`config.mk`:
```
export PLATFORM = sky130hd
export DESIGN_NAME = imem_loader_flat
export DESIGN_NICKNAME = d
export VERILOG_FILES = /design/src/rtl/imem_loader_pkg.sv /design/src/rtl/imem_loader_if.sv /design/src/rtl/imem_word_packer.sv /design/src/rtl/imem_loader.sv /design/src/flat_wrapper.sv
export SDC_FILE = /design/constraint.sdc
export NUM_CORES = 1
export LEC_CHECK = 0
export CORE_MARGIN = 5
export CORE_UTILIZATION = 57
export CTS_CLUSTER_DIAMETER = 50
export DETAILED_ROUTE_END_ITERATION = 8
export GPL_TIMING_DRIVEN = 1
export HOLD_SLACK_MARGIN = 0.08
export PLACE_DENSITY = 0.9
export SLEW_MARGIN = 15
export SYNTH_ARGS = -nofsm -noshare
export SYNTH_HDL_FRONTEND = slang
export SYNTH_SLANG_ARGS = --single-unit
```
`constraint.sdc`:
```
create_clock -name clk -period 4.9 [get_ports clk]
set_input_delay 0.735 -clock clk [delete_from_list [all_inputs] [get_ports clk]]
set_output_delay 0.735 -clock clk [all_outputs]
set_load 0.01 [all_outputs]
```
`src/rtl/imem_loader_pkg.sv`:
```
// ============================================================================
// Module      : imem_loader_pkg
// Description : Shared states and sizing constants for the instruction memory loader.
// Revision    : 1.0 - initial release
// ============================================================================
`default_nettype none

package imem_loader_pkg;

   localparam int IMEM_BYTES = 4096;
   localparam int LEN_BYTES  = 2;
   localparam int WORD_BYTES = 4;

   typedef enum logic [2:0] {
      IDLE   = 3'd0,
      LEN_HI = 3'd1,
      LEN_LO = 3'd2,
      DATA   = 3'd3,
      CSUM   = 3'd4,
      DONE   = 3'd5,
      ERROR  = 3'd6
   } state_t;

   // States in which a frame is in flight and stream bytes are accepted.
   function automatic logic is_busy(input state_t s);
      return (s == LEN_HI) || (s == LEN_LO) || (s == DATA) || (s == CSUM);
   endfunction

endpackage

`default_nettype wire

```
`src/rtl/imem_loader_if.sv`:
```
// ============================================================================
// Module      : imem_loader_if
// Description : Byte stream, memory write and status bundle of the loader.
// Revision    : 1.0 - initial release
// ============================================================================
`default_nettype none

interface imem_loader_if #(
   parameter int ADDR_WIDTH = 12
);
   logic                  Start;
   logic                  InValid;
   logic [7:0]            InData;
   logic                  InReady;
   logic                  MemWrite;
   logic [ADDR_WIDTH-1:0] MemAddress;
   logic [31:0]           MemData;
   logic                  CpuHold;
   logic                  Busy;
   logic                  Done;
   logic                  Error;
   logic [10:0]           WordCount;

   modport master (
      output Start, InValid, InData,
      input  InReady, MemWrite, MemAddress, MemData,
      input  CpuHold, Busy, Done, Error, WordCount
   );

   modport slave (
      input  Start, InValid, InData,
      output InReady, MemWrite, MemAddress, MemData,
      output CpuHold, Busy, Done, Error, WordCount
   );
endinterface

`default_nettype wire

```
`src/rtl/imem_word_packer.sv`:
```
// ============================================================================
// Module      : imem_word_packer
// Description : Packs four stream bytes big-endian into a 32-bit word.
// Revision    : 1.0 - initial release
// ============================================================================
`default_nettype none

module imem_word_packer
   import imem_loader_pkg::*;
(
   input  logic        clk,
   input  logic        rst_n,
   input  logic        clear,
   input  logic        byte_valid,
   input  logic [7:0]  byte_in,
   output logic [31:0] word,
   output logic        word_valid,
   output logic        word_last
);

   logic [1:0] byte_cnt;

   assign word_last = byte_valid && (byte_cnt == 2'(WORD_BYTES - 1));

   // Shifting left puts the first byte of a word in bits 31:24.
   always_ff @(posedge clk or negedge rst_n) begin
      if (!rst_n) begin
         byte_cnt   <= 2'd0;
         word       <= 32'd0;
         word_valid <= 1'b0;
      end else if (clear) begin
         byte_cnt   <= 2'd0;
         word       <= 32'd0;
         word_valid <= 1'b0;
      end else begin
         word_valid <= word_last;
         if (byte_valid) begin
            word     <= {word[23:0], byte_in};
            byte_cnt <= byte_cnt + 2'd1;
         end
      end
   end

endmodule

`default_nettype wire

```
`src/rtl/imem_loader.sv`:
```
// ============================================================================
// Module      : imem_loader
// Description : Boot-time framed byte stream to instruction memory word writer.
// Revision    : 1.0 - initial release
// ============================================================================
`default_nettype none

module imem_loader
   import imem_loader_pkg::*;
#(
   parameter int ADDR_WIDTH = 12,
   parameter int MAX_WORDS  = IMEM_BYTES / WORD_BYTES
)(
   input  logic          clk,
   input  logic          rst_n,
   imem_loader_if.slave  bus
);

   state_t                state;
   state_t                state_nxt;
   logic                  busy;
   logic                  start_ok;
   logic                  accept;
   logic                  data_byte;
   logic                  len_ok;
   logic                  final_word;
   logic                  word_last;
   logic                  word_valid;
   logic [15:0]           len_full;
   logic [7:0]            len_hi;
   logic [7:0]            csum;
   logic [10:0]           n_words;
   logic [10:0]           word_cnt;
   logic [ADDR_WIDTH-1:0] mem_addr;
   logic [31:0]           word;

   assign accept     = bus.InValid && busy;
   assign data_byte  = accept && (state == DATA);
   assign len_full   = {len_hi, bus.InData};
   assign len_ok     = (len_full != 16'd0) && (len_full <= 16'(MAX_WORDS));
   assign final_word = word_last && ((word_cnt + 11'd1) == n_words);

   always_ff @(posedge clk or negedge rst_n) begin
      if (!rst_n) begin
         state <= IDLE;
      end else begin
         state <= state_nxt;
      end
   end

   always_comb begin
      state_nxt = state;
      busy      = is_busy(state);
      start_ok  = 1'b0;
      case (state)
         IDLE, DONE, ERROR: begin
            if (bus.Start) begin
               start_ok  = 1'b1;
               state_nxt = LEN_HI;
            end
         end
         LEN_HI: if (accept) state_nxt = LEN_LO;
         LEN_LO: if (accept) state_nxt = len_ok ? DATA : ERROR;
         DATA:   if (final_word) state_nxt = CSUM;
         CSUM:   if (accept) state_nxt = (bus.InData == csum) ? DONE : ERROR;
         default: state_nxt = IDLE;
      endcase
   end

   // Address and count advance on the 4th byte so they line up with the write strobe.
   always_ff @(posedge clk or negedge rst_n) begin
      if (!rst_n) begin
         len_hi   <= 8'd0;
         n_words  <= 11'd0;
         csum     <= 8'd0;
         word_cnt <= 11'd0;
         mem_addr <= '0;
      end else begin
         if (start_ok) begin
            csum     <= 8'd0;
            word_cnt <= 11'd0;
         end
         if (accept && (state == LEN_HI)) len_hi <= bus.InData;
         if (accept && (state == LEN_LO)) n_words <= len_full[10:0];
         if (data_byte) csum <= csum ^ bus.InData;
         if (word_last) begin
            mem_addr <= {word_cnt[ADDR_WIDTH-3:0], 2'b00};
            word_cnt <= word_cnt + 11'd1;
         end
      end
   end

   imem_word_packer u_packer (
      .clk        (clk),
      .rst_n      (rst_n),
      .clear      (start_ok),
      .byte_valid (data_byte),
      .byte_in    (bus.InData),
      .word       (word),
      .word_valid (word_valid),
      .word_last  (word_last)
   );

   assign bus.InReady    = busy;
   assign bus.Busy       = busy;
   assign bus.CpuHold    = busy;
   assign bus.Done       = (state == DONE);
   assign bus.Error      = (state == ERROR);
   assign bus.MemWrite   = word_valid;
   assign bus.MemAddress = mem_addr;
   assign bus.MemData    = word;
   assign bus.WordCount  = word_cnt;

endmodule

`default_nettype wire
```
`src/flat_wrapper.sv`:
```
// flat-port wrapper written by rule: the top's interface ports become plain ports
module imem_loader_flat import imem_loader_pkg::*;
#(
   parameter int ADDR_WIDTH = 12,
   parameter int MAX_WORDS  = IMEM_BYTES / WORD_BYTES
)
  (clk, rst_n, bus_Start, bus_InValid, bus_InData, bus_InReady, bus_MemWrite, bus_MemAddress, bus_MemData, bus_CpuHold, bus_Busy, bus_Done, bus_Error, bus_WordCount);
  imem_loader_if #(.ADDR_WIDTH(ADDR_WIDTH)) bus_i ();
  input  logic clk;
  input  logic rst_n;
  input wire logic [$bits(bus_i.Start)-1:0] bus_Start;
  input wire logic [$bits(bus_i.InValid)-1:0] bus_InValid;
  input wire logic [$bits(bus_i.InData)-1:0] bus_InData;
  output wire logic [$bits(bus_i.InReady)-1:0] bus_InReady;
  output wire logic [$bits(bus_i.MemWrite)-1:0] bus_MemWrite;
  output wire logic [$bits(bus_i.MemAddress)-1:0] bus_MemAddress;
  output wire logic [$bits(bus_i.MemData)-1:0] bus_MemData;
  output wire logic [$bits(bus_i.CpuHold)-1:0] bus_CpuHold;
  output wire logic [$bits(bus_i.Busy)-1:0] bus_Busy;
  output wire logic [$bits(bus_i.Done)-1:0] bus_Done;
  output wire logic [$bits(bus_i.Error)-1:0] bus_Error;
  output wire logic [$bits(bus_i.WordCount)-1:0] bus_WordCount;
  assign bus_i.Start = bus_Start;
  assign bus_i.InValid = bus_InValid;
  assign bus_i.InData = bus_InData;
  assign bus_InReady = bus_i.InReady;
  assign bus_MemWrite = bus_i.MemWrite;
  assign bus_MemAddress = bus_i.MemAddress;
  assign bus_MemData = bus_i.MemData;
  assign bus_CpuHold = bus_i.CpuHold;
  assign bus_Busy = bus_i.Busy;
  assign bus_Done = bus_i.Done;
  assign bus_Error = bus_i.Error;
  assign bus_WordCount = bus_i.WordCount;
  imem_loader #(.ADDR_WIDTH(ADDR_WIDTH), .MAX_WORDS(MAX_WORDS)) u_core (.clk(clk), .rst_n(rst_n), .bus(bus_i));
endmodule
```
==> results.txt, run 1 <==
----------------------------------------------------
[Status]
  Result of the run ... completed

[Yosys]
  Synthesized flop and latch total ... 86
  Largest area contributor in the netlist ... dfrtp_1
  Post-synth EDFFs ... 0
  Proportion of netlist area held by the largest area contributor ... 52.0%
  Leading post-synthesis cells by instance count ... nand2_1 (110), dfrtp_1 (86), a21oi_1 (40)
  Primary FF master, synth ... dfrtp_1
  Largest cells by area after synthesis ... dfrtp_1 (52%), nand2_1 (10%), mux2_2 (5.2%)
  Synthesis warning total ... 0
  Avg Cell Area, Syn ... ~9.5 sq um
  Post-synthesis instance total ... between 400 and 500
  Post-synthesis cell area ... 4140 sq um
  Fraction of registers with async set/reset ... 100%
  Portion of the post-synthesis area used by sequential elements ... between 50% and 60%
  Dominant cell by count in the synthesized netlist ... nand2_1
  Unique cell type count in the Yosys netlist ... 49

[Setup path]
  Category of cells accounting for the largest share of critical-path delay ... buffers and inverters
  First element of the critical path ... bus_InValid
  Register-to-Register Setup Slack ... about 2.1 ns
  Buffering stage count on the worst path with inverters included ... 3
  Crit path capture type ... register
  Worst EP required ... about 5.1 ns
  Critical path type ... in2reg
  Path depth of the worst reg2reg path ... 7
  Stage delay of the slowest cell on the critical path ... 0.57 ns
  Signal arrival time at the worst endpoint ... about 3.3 ns
  Library cell contributing the largest single delay on the critical path ... clkdlybuf4s50_1
  Total number of cells along the worst setup path ... 8
  Reg-to-reg critical path startpoint ... u_core.state[2]
  CP startpoint kind ... primary input
  Crit path max fanout ... 37
  Critical-path cell list ... clkdlybuf4s50_1 -> and4b_1 -> buf_4 -> nand2_4 -> inv_1 -> nor2_1 -> o21ai_0 -> o31ai_1

[STA]
  Max frequency ... roughly 330 MHz
  Maximum clock skew at final layout ... slightly above 0.007 ns
  Worst slew margin ... 61.5%
  Slew @ Worst Pin ... between 0.5 and 0.6 ns
  Final Hold Viols ... 0
  Number of endpoints failing setup at the final stage ... 0
  Pins Over Slew Limit ... 0
  Fin Setup TNS ... 0 ns
  Unrepaired setup endpoints after global routing ... false
  Clock period minus final worst setup slack ... 3.07 ns
  Period Utilization, post-route ... 62.6%

[Power and ir drop]
  Combinational power share ... about 35%
  Ratio of total power to cell area ... ~460 nW/um^2
  Internal Pwr Total ... 0.00151 W
  Switching power of the nets ... about 0.0008 W
  Peak VDD IR ... about 260 uV
  Leak ... 2.18 nW
  Clock Power Share ... about a fifth
  Sequential share of power ... 45.0%
  Switching share of power ... 34.9%

[Routing]
  Number of routed nets with antenna violations ... 0
  Vias per inst ... approximately 5.7
  Overall routed net length ... ~9.3 mm
  DR DRC count ... 0
  Number of optimization iterations in the first detailed-route pass ... 4
  Via count ... 3,387
  WL/cell ... 15.8 microns
  Violation count after the first detailed-route iteration ... 218

[Clock network]
  # Post-CTS Setup Buffers ... 0
  Clock tree from TritonCTS ... done
  CTS H-tree depth ... 3
  Clock slew at reported path FFs ... roughly 0.08 ns
  Max Buffers Root-to-Sink ... 2
  Post-cts repair resize count ... 0
  Clk sink count ... 86
  CTS hold repair buffers ... 0
  Number of clock buffers inserted by TritonCTS ... 9
  Clock insertion delay at the later pin of the skew report ... 0.35 ns
  Clock Root Buffer ... clkbuf_8

[Cells and area]
  Total area of multi-input combinational cells ... around 1800 sq um
  Area Growth Syn to Fin ... 21.5%
  Share of layout cells above drive strength 1 ... a little under a tenth
  Final core utilization ... a little over two thirds
  Layout filler cell count ... about 520
  Final #Nets ... roughly 500
  Final antenna diode count ... 0
  Storage element area ... roughly 2200 sq um

[Die]
  Die area ... 9060 sq um
  Count of standard-cell rows ... 31
  Top-Level Pins ... 73
  Core outline area ... roughly 7000 sq um
  Die Wd ... 95.2 microns
  Die span in y ... about 95 microns
  Effective utilization at floorplan ... around 58%

[Flow run]
  Max-cap violations ... 0

[Global route]
  Global-route total usage across every layer ... about 22%
  Initial antenna violation count ... 0
  Vias in the first global route ... roughly 3,300
  Largest net degree at the start of global routing ... 87
  Leftover overflow at the end of global routing ... 0
  Wire length of the first global-routing pass ... between 15 and 20 mm

[Hold path]
  Worst hold-check path type ... in2async

[Placed design]
  Post-DP HPWL ... between 6 and 7 mm
  Final Wtd Congestion ... ~0.82
  Buffers added on ports ... 70

----------------------------------------------------
metal layers:
layer	wire length, microns	track usage [%]
met1	3850	26.7
met2	4740	36.4
met3	596	7.26
met4	149	5.89
met5	0	0
state kept, by name (all words and copies together) (netlist names):
register and flops:
u_core.csum 8, u_core.u_packer.byte_cnt 2, u_core.bus.MemAddress 10, u_core.len_hi 8, u_core.n_words 11, u_core.state 3, u_core.u_packer.word_valid 1, u_core.u_packer.word 32
u_core.bus.WordCount 11
cell type report:
cell class	instances	area share, %
Clock buffer	11	2.61
Clock inverter	3	0.921
Inverter	2	0.149
Multi-Input combinational cell	315	36.0
Sequential cell	86	42.8
Tap cell	99	2.46
Timing Repair Buffer	75	15.0
final timing paths:
path / end
setup / recovery: u_core.bus.WordCount[4]
setup reg to reg: u_core.bus.WordCount[4]
hold / removal: u_core.bus.WordCount[8]
hold reg to reg: u_core.bus.MemAddress[9]
min in group clk: u_core.bus.MemAddress[9]
max in group asynchronous: u_core.n_words[10]
per-stage QoR:
| step | total power [W] | worst slack, ns | hold slack [ns] | cell area (sq um) | std cells |
|---|---|---|---|---|---|
| final | 0.00233 | 1.83 | 0.278 | 5030 | 591 |
| after global routing | 0.00246 | 1.59 | 0.286 | 5030 | 591 |
| after CTS | 0.00233 | 1.87 | 0.484 | 5000 | 590 |
| after detailed placement | 0.00186 | 1.51 | 0.464 | 4820 | 576 |
| after global placement | 0.00181 | 1.71 | 0.459 | 4820 | 576 |
| after floorplan | 0.00157 | 2.91 | 0.439 | 4140 | 436 |
layout by cell type, fill, tap and decap left out, types with 8 or more instances in the layout:
master / netlist / layout
a21oi_1: 40 / 40
clkbuf_8: 0 / 9
clkdlybuf4s50_1: 0 / 69
dfrtp_1: 86 / 86
mux2_2: 19 / 19
nand2_1: 110 / 110
nor2_1: 20 / 20
o21ai_0: 34 / 34
xnor2_1: 19 / 19
xor2_1: 8 / 8
logic make-up after synthesis:
group                      after synthesis  share of synthesized area [%]
AOI/OAI and AO/OA                       92                           12.3
xor gates and xnor gates                27                           5.72
adders and majority gates                2                          0.605
buffers and inverters                   35                           4.36
DFF                                     86                           52.0
muxes                                   22                           5.90
other                                    1                         0.0907
and+or+nand+nor                        170                           18.9
power by group through the flow:
stage	combinational, W	clock, W	sequential [W]
5_1_grt	0.000879	0.000514	0.00107
3_5_place_dp	0.000802	0	0.00106
4_1_cts	0.000806	0.000482	0.00104
2_1_floorplan	0.000565	0	0.00101
3_3_place_gp	0.000772	0	0.00104
6_report	0.000805	0.000476	0.00105
No activity file was read; power rests on OpenSTA's default activity.
==> inputs of run 2 (changes only) <==
--- a/config.mk
+++ b/config.mk
@@ -6,12 +6,12 @@
 export NUM_CORES = 1
 export LEC_CHECK = 0
 export CORE_MARGIN = 5
-export CORE_UTILIZATION = 57
+export CORE_UTILIZATION = 53
 export CTS_CLUSTER_DIAMETER = 50
 export DETAILED_ROUTE_END_ITERATION = 8
 export GPL_TIMING_DRIVEN = 1
 export HOLD_SLACK_MARGIN = 0.08
-export PLACE_DENSITY = 0.9
+export PLACE_DENSITY = 0.85
 export SLEW_MARGIN = 15
 export SYNTH_ARGS = -nofsm -noshare
 export SYNTH_HDL_FRONTEND = slang
==> constraint.sdc (replaced) <==
create_clock -name clk -period 3.1 [get_ports clk]
set_input_delay 0.465 -clock clk [delete_from_list [all_inputs] [get_ports clk]]
set_output_delay 0.465 -clock clk [all_outputs]
set_load 0.01 [all_outputs]
==> results.txt, run 2 (synthesized netlist as in run 1, its figures left out) <==
----------------------------------------------------
[Setup path]
  CP startpoint kind ... register
  First element of the critical path ... u_core.state[0]
  Register-to-Register Setup Slack ... 0.75 ns (-1.31 ns)
  Critical path type ... reg2out
  Stage delay of the slowest cell on the critical path ... 0.62 ns (+0.05 ns)
  Terminus of the critical flop-to-flop path ... u_core.state[0]
  Reg-to-reg critical path startpoint ... u_core.bus.WordCount[0]
  Worst EP required ... 2.63 ns (-2.50 ns)
  Path depth of the worst reg2reg path ... 7 (unchanged)
  Critical-path cell list ... nor2_1 -> xnor2_1 -> clkdlybuf4s50_1
  Total number of cells along the worst setup path ... 3 (-5)
  Buffering stage count on the worst path with inverters included ... 1 (-2)
  Category of cells accounting for the largest share of critical-path delay ... flip-flops
  Crit path max fanout ... 15 (-59%)
  Signal arrival time at the worst endpoint ... 2.04 ns (-1.26 ns)
  Crit path capture type ... primary output
  Library cell contributing the largest single delay on the critical path ... dfrtp_1

[Global route]
  Wire length of the first global-routing pass ... 15.9 mm (+3.6%)
  Vias in the first global route ... 3,191 (-2.7%)
  Largest net degree at the start of global routing ... 87 (unchanged)
  Leftover overflow at the end of global routing ... 0 (unchanged)
  Global-route total usage across every layer ... 19.9% (-1.7 points)
  Initial antenna violation count ... 0 (unchanged)

[Status]
  Result of the run ... completed

[Power and ir drop]
  Leak ... 2.18 nW (about the same)
  Peak VDD IR ... 500 uV (+95%)
  Ratio of total power to cell area ... 739 nW/um^2 (+60%)
  Total design power ... 0.00372 W (+60%)

[Cells and area]
  Share of layout cells above drive strength 1 ... 9.92% (+0.57 points)
  Commonest non-fill, non-tap cell in the layout ... nand2_1
  Storage element area ... 2150 sq um (unchanged)
  Final antenna diode count ... 0 (unchanged)
  Total area of multi-input combinational cells ... 1810 sq um (unchanged)
  Area Growth Syn to Fin ... 21.8%
  Final #Nets ... 503 (unchanged)
  Final core utilization ... 65.8% (-4.2 points)
  Leading cell types in the layout, fill and taps excluded ... nand2_1 (110), dfrtp_1 (86), clkdlybuf4s50_1 (69)
  Flip-flop count of the largest register, all copies and words added ... 32 (unchanged)
  Layout filler cell count ... 563 (+7.6%)
  Register name with the most flops ... u_core.u_packer.word

[Die]
  Effective utilization at floorplan ... 54.1% (-3.6 points)
  Core outline area ... 7650 sq um (+6.6%)
  Die span in y ... 98.3 microns (+3.3%)
  Count of standard-cell rows ... 32 (+3.2%)
  Die area ... 9670 sq um (+6.7%)
  Die Wd ... 98.3 microns (+3.3%)
  Top-Level Pins ... 73 (unchanged)

[Clock network]
  Max Buffers Root-to-Sink ... 2 (unchanged)
  Clk sink count ... 86 (unchanged)
  # Post-CTS Setup Buffers ... 0 (unchanged)
  Post-cts repair resize count ... 0 (unchanged)
  Clock insertion delay at the later pin of the skew report ... 0.36 ns (about the same)
  Clock tree from TritonCTS ... done
  Number of clock buffers inserted by TritonCTS ... 9 (unchanged)
  CTS H-tree depth ... 3 (unchanged)
  CTS hold repair buffers ... 0 (unchanged)
  Clock Root Buffer ... clkbuf_8
  Clock slew at reported path FFs ... 0.08 ns (about the same)

[STA]
  Maximum clock skew at final layout ... 0.00920 ns (+0.00204 ns)
  Fin Setup TNS ... 0 ns (unchanged)
  Hold slack final ... 0.160 ns (-0.118 ns)
  Unrepaired setup endpoints after global routing ... false
  Worst slew margin ... 49.6% (-12 points)
  Period Utilization, post-route ... between 80 and 90%
  Slew @ Worst Pin ... 0.756 ns (+0.179 ns)
  Number of endpoints failing setup at the final stage ... 0 (unchanged)
  Clock period minus final worst setup slack ... 2.51 ns
  Pins Over Slew Limit ... 0 (unchanged)
  Max frequency ... about 400 MHz
  Final Hold Viols ... 0 (unchanged)

[Routing]
  Via count ... 3,302 (-2.5%)
  Number of optimization iterations in the first detailed-route pass ... 5 (+1)
  Overall routed net length ... 9.23 mm (-1.1%)
  DR DRC count ... 0 (unchanged)
  Number of routed nets with antenna violations ... 0 (unchanged)
  Violation count after the first detailed-route iteration ... 253 (+16%)
  Vias per inst ... 5.54 (-3.3%)
  WL/cell ... 15.5 microns (-1.9%)

[Hold path]
  Worst hold-check path type ... in2async

[Placed design]
  Buffers added on ports ... 70 (unchanged)
  Final Wtd Congestion ... 0.883 (+7.3%)
  Post-DP HPWL ... 6.29 mm (-0.52%)

[Flow run]
  Max-cap violations ... 0 (unchanged)

----------------------------------------------------
[run 2: how the worst max path moves through the flow]
stage / endpoint / slack [ns]
3_5_place_dp: u_core.state[0] / 0.65
2_1_floorplan: u_core.state[0] / 1.11
3_3_place_gp: u_core.state[0] / 0.70
5_1_grt: bus_Busy / 0.40
6_report: bus_Busy / 0.59
4_1_cts: bus_Busy / 0.57
[run 2: final cells by class]
cell class	instances	share of cell area (%)
Clock buffer	10	2.53
Tap cell	102	2.53
Sequential cell	86	42.7
Inverter	2	0.149
Clock inverter	6	1.42
Timing Repair Buffer	75	14.7
Multi-Input combinational cell	315	35.9
[run 2: through the flow]
stage | worst slack (ns) | instance area (sq um) | std cells
2_1_floorplan | 1.11 | 4140 | 436
3_3_place_gp | 0.705 | 4830 | 580
3_5_place_dp | 0.647 | 4830 | 580
4_1_cts | 0.567 | 5030 | 596
5_1_grt | 0.397 | 5030 | 596
6_report | 0.591 | 5030 | 596
[run 2: layer usage]
metal	GRT usage, %	vias to the layer above	routed length [microns]
li1	-	1574	-
met1	27.7	1623	4000
met2	32.1	97	4570
met3	4.86	8	570
met4	4.20	0	89
met5	0	-	0
[run 2: worst register-to-register path, stage by stage, from the launching register on]
cell and delay [ns]:
dfrtp_1 0.50, ha_1 0.40, nand3_2 0.20, o21a_1 0.24
nor4_1 0.27, a31oi_1 0.10, nor4_2 0.41, o22ai_1 0.11
[run 2: power by group]
| group | switching (W) | internal, W | leakage (nW) |
|---|---|---|---|
| Clock | 0.000415 | 0.000378 | 0.0931 |
| Sequential | 0.000276 | 0.00138 | 1.15 |
| Combinational | 0.000630 | 0.000641 | 0.940 |
| Total | 0.00132 | 0.00240 | 2.18 |
==> inputs of run 3 (changes only) <==
==> constraint.sdc (replaced) <==
create_clock -name clk -period 2.6 [get_ports clk]
set_input_delay 0.39 -clock clk [delete_from_list [all_inputs] [get_ports clk]]
set_output_delay 0.39 -clock clk [all_outputs]
set_load 0.01 [all_outputs]
==> results.txt, run 3 (synthesized netlist as in run 1, its figures left out) <==
----------------------------------------------------
[Status]
  Result of the run ... completed

[Global route]
  Initial antenna violation count ... 0 (unchanged)
  Largest net degree at the start of global routing ... 46 (-47%)
  Vias in the first global route ... 3,248 (+1.8%)
  Leftover overflow at the end of global routing ... 0 (unchanged)
  Wire length of the first global-routing pass ... 15.8 mm (-0.35%)
  Global-route total usage across every layer ... 20.0% (+0.082 points)

[Routing]
  Number of optimization iterations in the first detailed-route pass ... 5 (unchanged)
  Violation count after the first detailed-route iteration ... 209 (-17%)
  Via count ... 3,386 (+2.5%)
  WL/cell ... 15.9 microns (+2.6%)
  Number of routed nets with antenna violations ... 0 (unchanged)
  Overall routed net length ... 9.57 mm (+3.6%)
  DR DRC count ... 0 (unchanged)
  Vias per inst ... 5.62 (+1.5%)

[Power and ir drop]
  Peak VDD IR ... 528 uV (+5.4%)
  Switching power of the nets ... 0.00160 W (+21%)
  Combinational power share ... 34.0% (-0.2 points)
  Switching share of power ... 35.0% (-0.52 points)
  Sequential share of power ... 43.3% (-1.2 points)
  Clock Power Share ... 22.7% (+1.4 points)
  Leak ... 2.22 nW (+2.0%)
  Internal Pwr Total ... 0.00298 W (+24%)
  Ratio of total power to cell area ... 895 nW/um^2 (+21%)

[Clock network]
  Clk sink count ... 86 (unchanged)
  Max Buffers Root-to-Sink ... 2 (unchanged)
  Clock tree from TritonCTS ... done
  CTS H-tree depth ... 3 (unchanged)
  Post-cts repair resize count ... 0 (unchanged)
  Clock insertion delay at the later pin of the skew report ... 0.35 ns (about the same)
  Clock slew at reported path FFs ... 0.09 ns (about the same)
  # Post-CTS Setup Buffers ... 0 (unchanged)
  Clock Root Buffer ... clkbuf_8
  Number of clock buffers inserted by TritonCTS ... 9 (unchanged)

[Die]
  Top-Level Pins ... 73 (unchanged)
  Core outline area ... 7650 sq um (unchanged)
  Die Wd ... 98.3 microns (unchanged)
  Die area ... 9670 sq um (unchanged)
  Die span in y ... 98.3 microns (unchanged)
  Count of standard-cell rows ... 32 (unchanged)
  Effective utilization at floorplan ... 54.1% (unchanged)

[Hold path]
  Worst hold-check path type ... reg2reg
  Hold_sp ... u_core.bus.MemAddress[3]
  WHS Endpoint ... u_core.bus.MemAddress[3]
  Hold Crit Depth ... 2

[STA]
  Pins Over Slew Limit ... 0 (unchanged)
  Max frequency ... a little over 400 MHz
  Hold slack final ... 0.480 ns (+0.320 ns)
  Number of endpoints failing setup at the final stage ... 0 (unchanged)
  Maximum clock skew at final layout ... 0.00790 ns (-0.00130 ns)
  Slew @ Worst Pin ... 0.538 ns (-0.218 ns)
  Clock period minus final worst setup slack ... 2.44 ns
  Unrepaired setup endpoints after global routing ... false
  Fin Setup TNS ... 0 ns (unchanged)
  Worst slew margin ... 64.1% (+15 points)
  Period Utilization, post-route ... a little over nine tenths
  Final Hold Viols ... 0 (unchanged)

[Setup path]
  Worst EP required ... 2.21 ns (-0.42 ns)
  Terminus of the critical flop-to-flop path ... u_core.state[0]
  Register-to-Register Setup Slack ... 0.23 ns (-0.52 ns)
  Crit path capture type ... primary output
  Reg-to-reg critical path startpoint ... u_core.bus.WordCount[1]
  Crit path max fanout ... 15 (unchanged)
  Signal arrival time at the worst endpoint ... 2.05 ns (about the same)
  CP startpoint kind ... register
  Path depth of the worst reg2reg path ... 7 (unchanged)
  Critical path type ... reg2out

[Placed design]
  Post-placement cell area ... 4880 sq um (+1.0%)
  Final Wtd Congestion ... 0.862 (-2.4%)
  Buffers added on ports ... 70 (unchanged)
  Post-DP HPWL ... 6.58 mm (+4.6%)

[Cells and area]
  Commonest non-fill, non-tap cell in the layout ... nand2_1
  Flip-flop count of the largest register, all copies and words added ... 32 (unchanged)
  Area Growth Syn to Fin ... 23.7%
  Final #Nets ... 509 (+1.2%)
  Register name with the most flops ... u_core.u_packer.word
  Final antenna diode count ... 0 (unchanged)
  Leading cell types in the layout, fill and taps excluded ... nand2_1 (110), dfrtp_1 (86), clkdlybuf4s50_1 (69)
  Share of layout cells above drive strength 1 ... 11.0% (+1.1 points)
  Final core utilization ... 66.9% (+1.0 points)
  Design Area, Final ... 5110 sq um (+1.6%)

[Flow run]
  Max-cap violations ... 0 (unchanged)

----------------------------------------------------
[run 3: power groups by stage]
stage | logic, W | clock network, W | registers (W)
6_report | 0.00156 | 0.00104 | 0.00198
5_1_grt | 0.00171 | 0.00111 | 0.00203
4_1_cts | 0.00156 | 0.00105 | 0.00197
3_5_place_dp | 0.00155 | 0 | 0.00199
3_3_place_gp | 0.00149 | 0 | 0.00198
2_1_floorplan | 0.00106 | 0 | 0.00190
[run 3: routing by layer]
layer	GRT usage (%)	up-vias	routed length [microns]	share of wire [%]
met1	26.3	1676	4090	43
li1	-	1593	-	-
met2	33.9	102	4760	50
met4	5.36	0	125	1.3
met5	0	-	0	0
met3	4.14	15	586	6.1
[run 3: worst max-delay path by stage]
stage | from | endpoint | cells past startpoint
2_1_floorplan | u_core.bus.WordCount[0] | u_core.state[0] | 8
3_5_place_dp | bus_InData[4] | u_core.state[2] | 7
6_report | u_core.state[0] | bus_CpuHold | 3
5_1_grt | u_core.state[0] | bus_CpuHold | 3
4_1_cts | u_core.state[0] | bus_CpuHold | 3
3_3_place_gp | bus_InValid | u_core.state[0] | 7
[run 3: cell type report]
type                            instances  area (sq um)
Clock inverter                          7          97.6
Multi-Input combinational cell        315          1810
Inverter                                2          7.51
Tap cell                              102           128
Fill cell                             572          2530
Timing Repair Buffer                   81           796
Sequential cell                        86          2150
Clock buffer                            9           124
[run 3: worst max-delay path, stage by stage, from the launching register on]
cell	delay, ns
dfrtp_1	0.55
nor2_1	0.36
xnor2_1	0.21
clkdlybuf4s50_1	0.58
[run 3: stage by stage]
| step | power [W] | worst slack [ns] | std cells |
|---|---|---|---|
| floorplan | 0.00296 | 0.606 | 436 |
| global placement | 0.00347 | 0.270 | 585 |
| detailed placement | 0.00354 | 0.160 | 585 |
| CTS | 0.00459 | 0.166 | 602 |
| global route | 0.00484 | 0.0136 | 602 |
| finish | 0.00458 | 0.160 | 602 |
[run 3: timing repair]
| action | in CTS | in global routing |
|---|---|---|
| endpoints found under the hold margin | 41 | 0 |
| hold buffers | 1 | 0 |
| setup endpoints to repair | 0 | 0 |
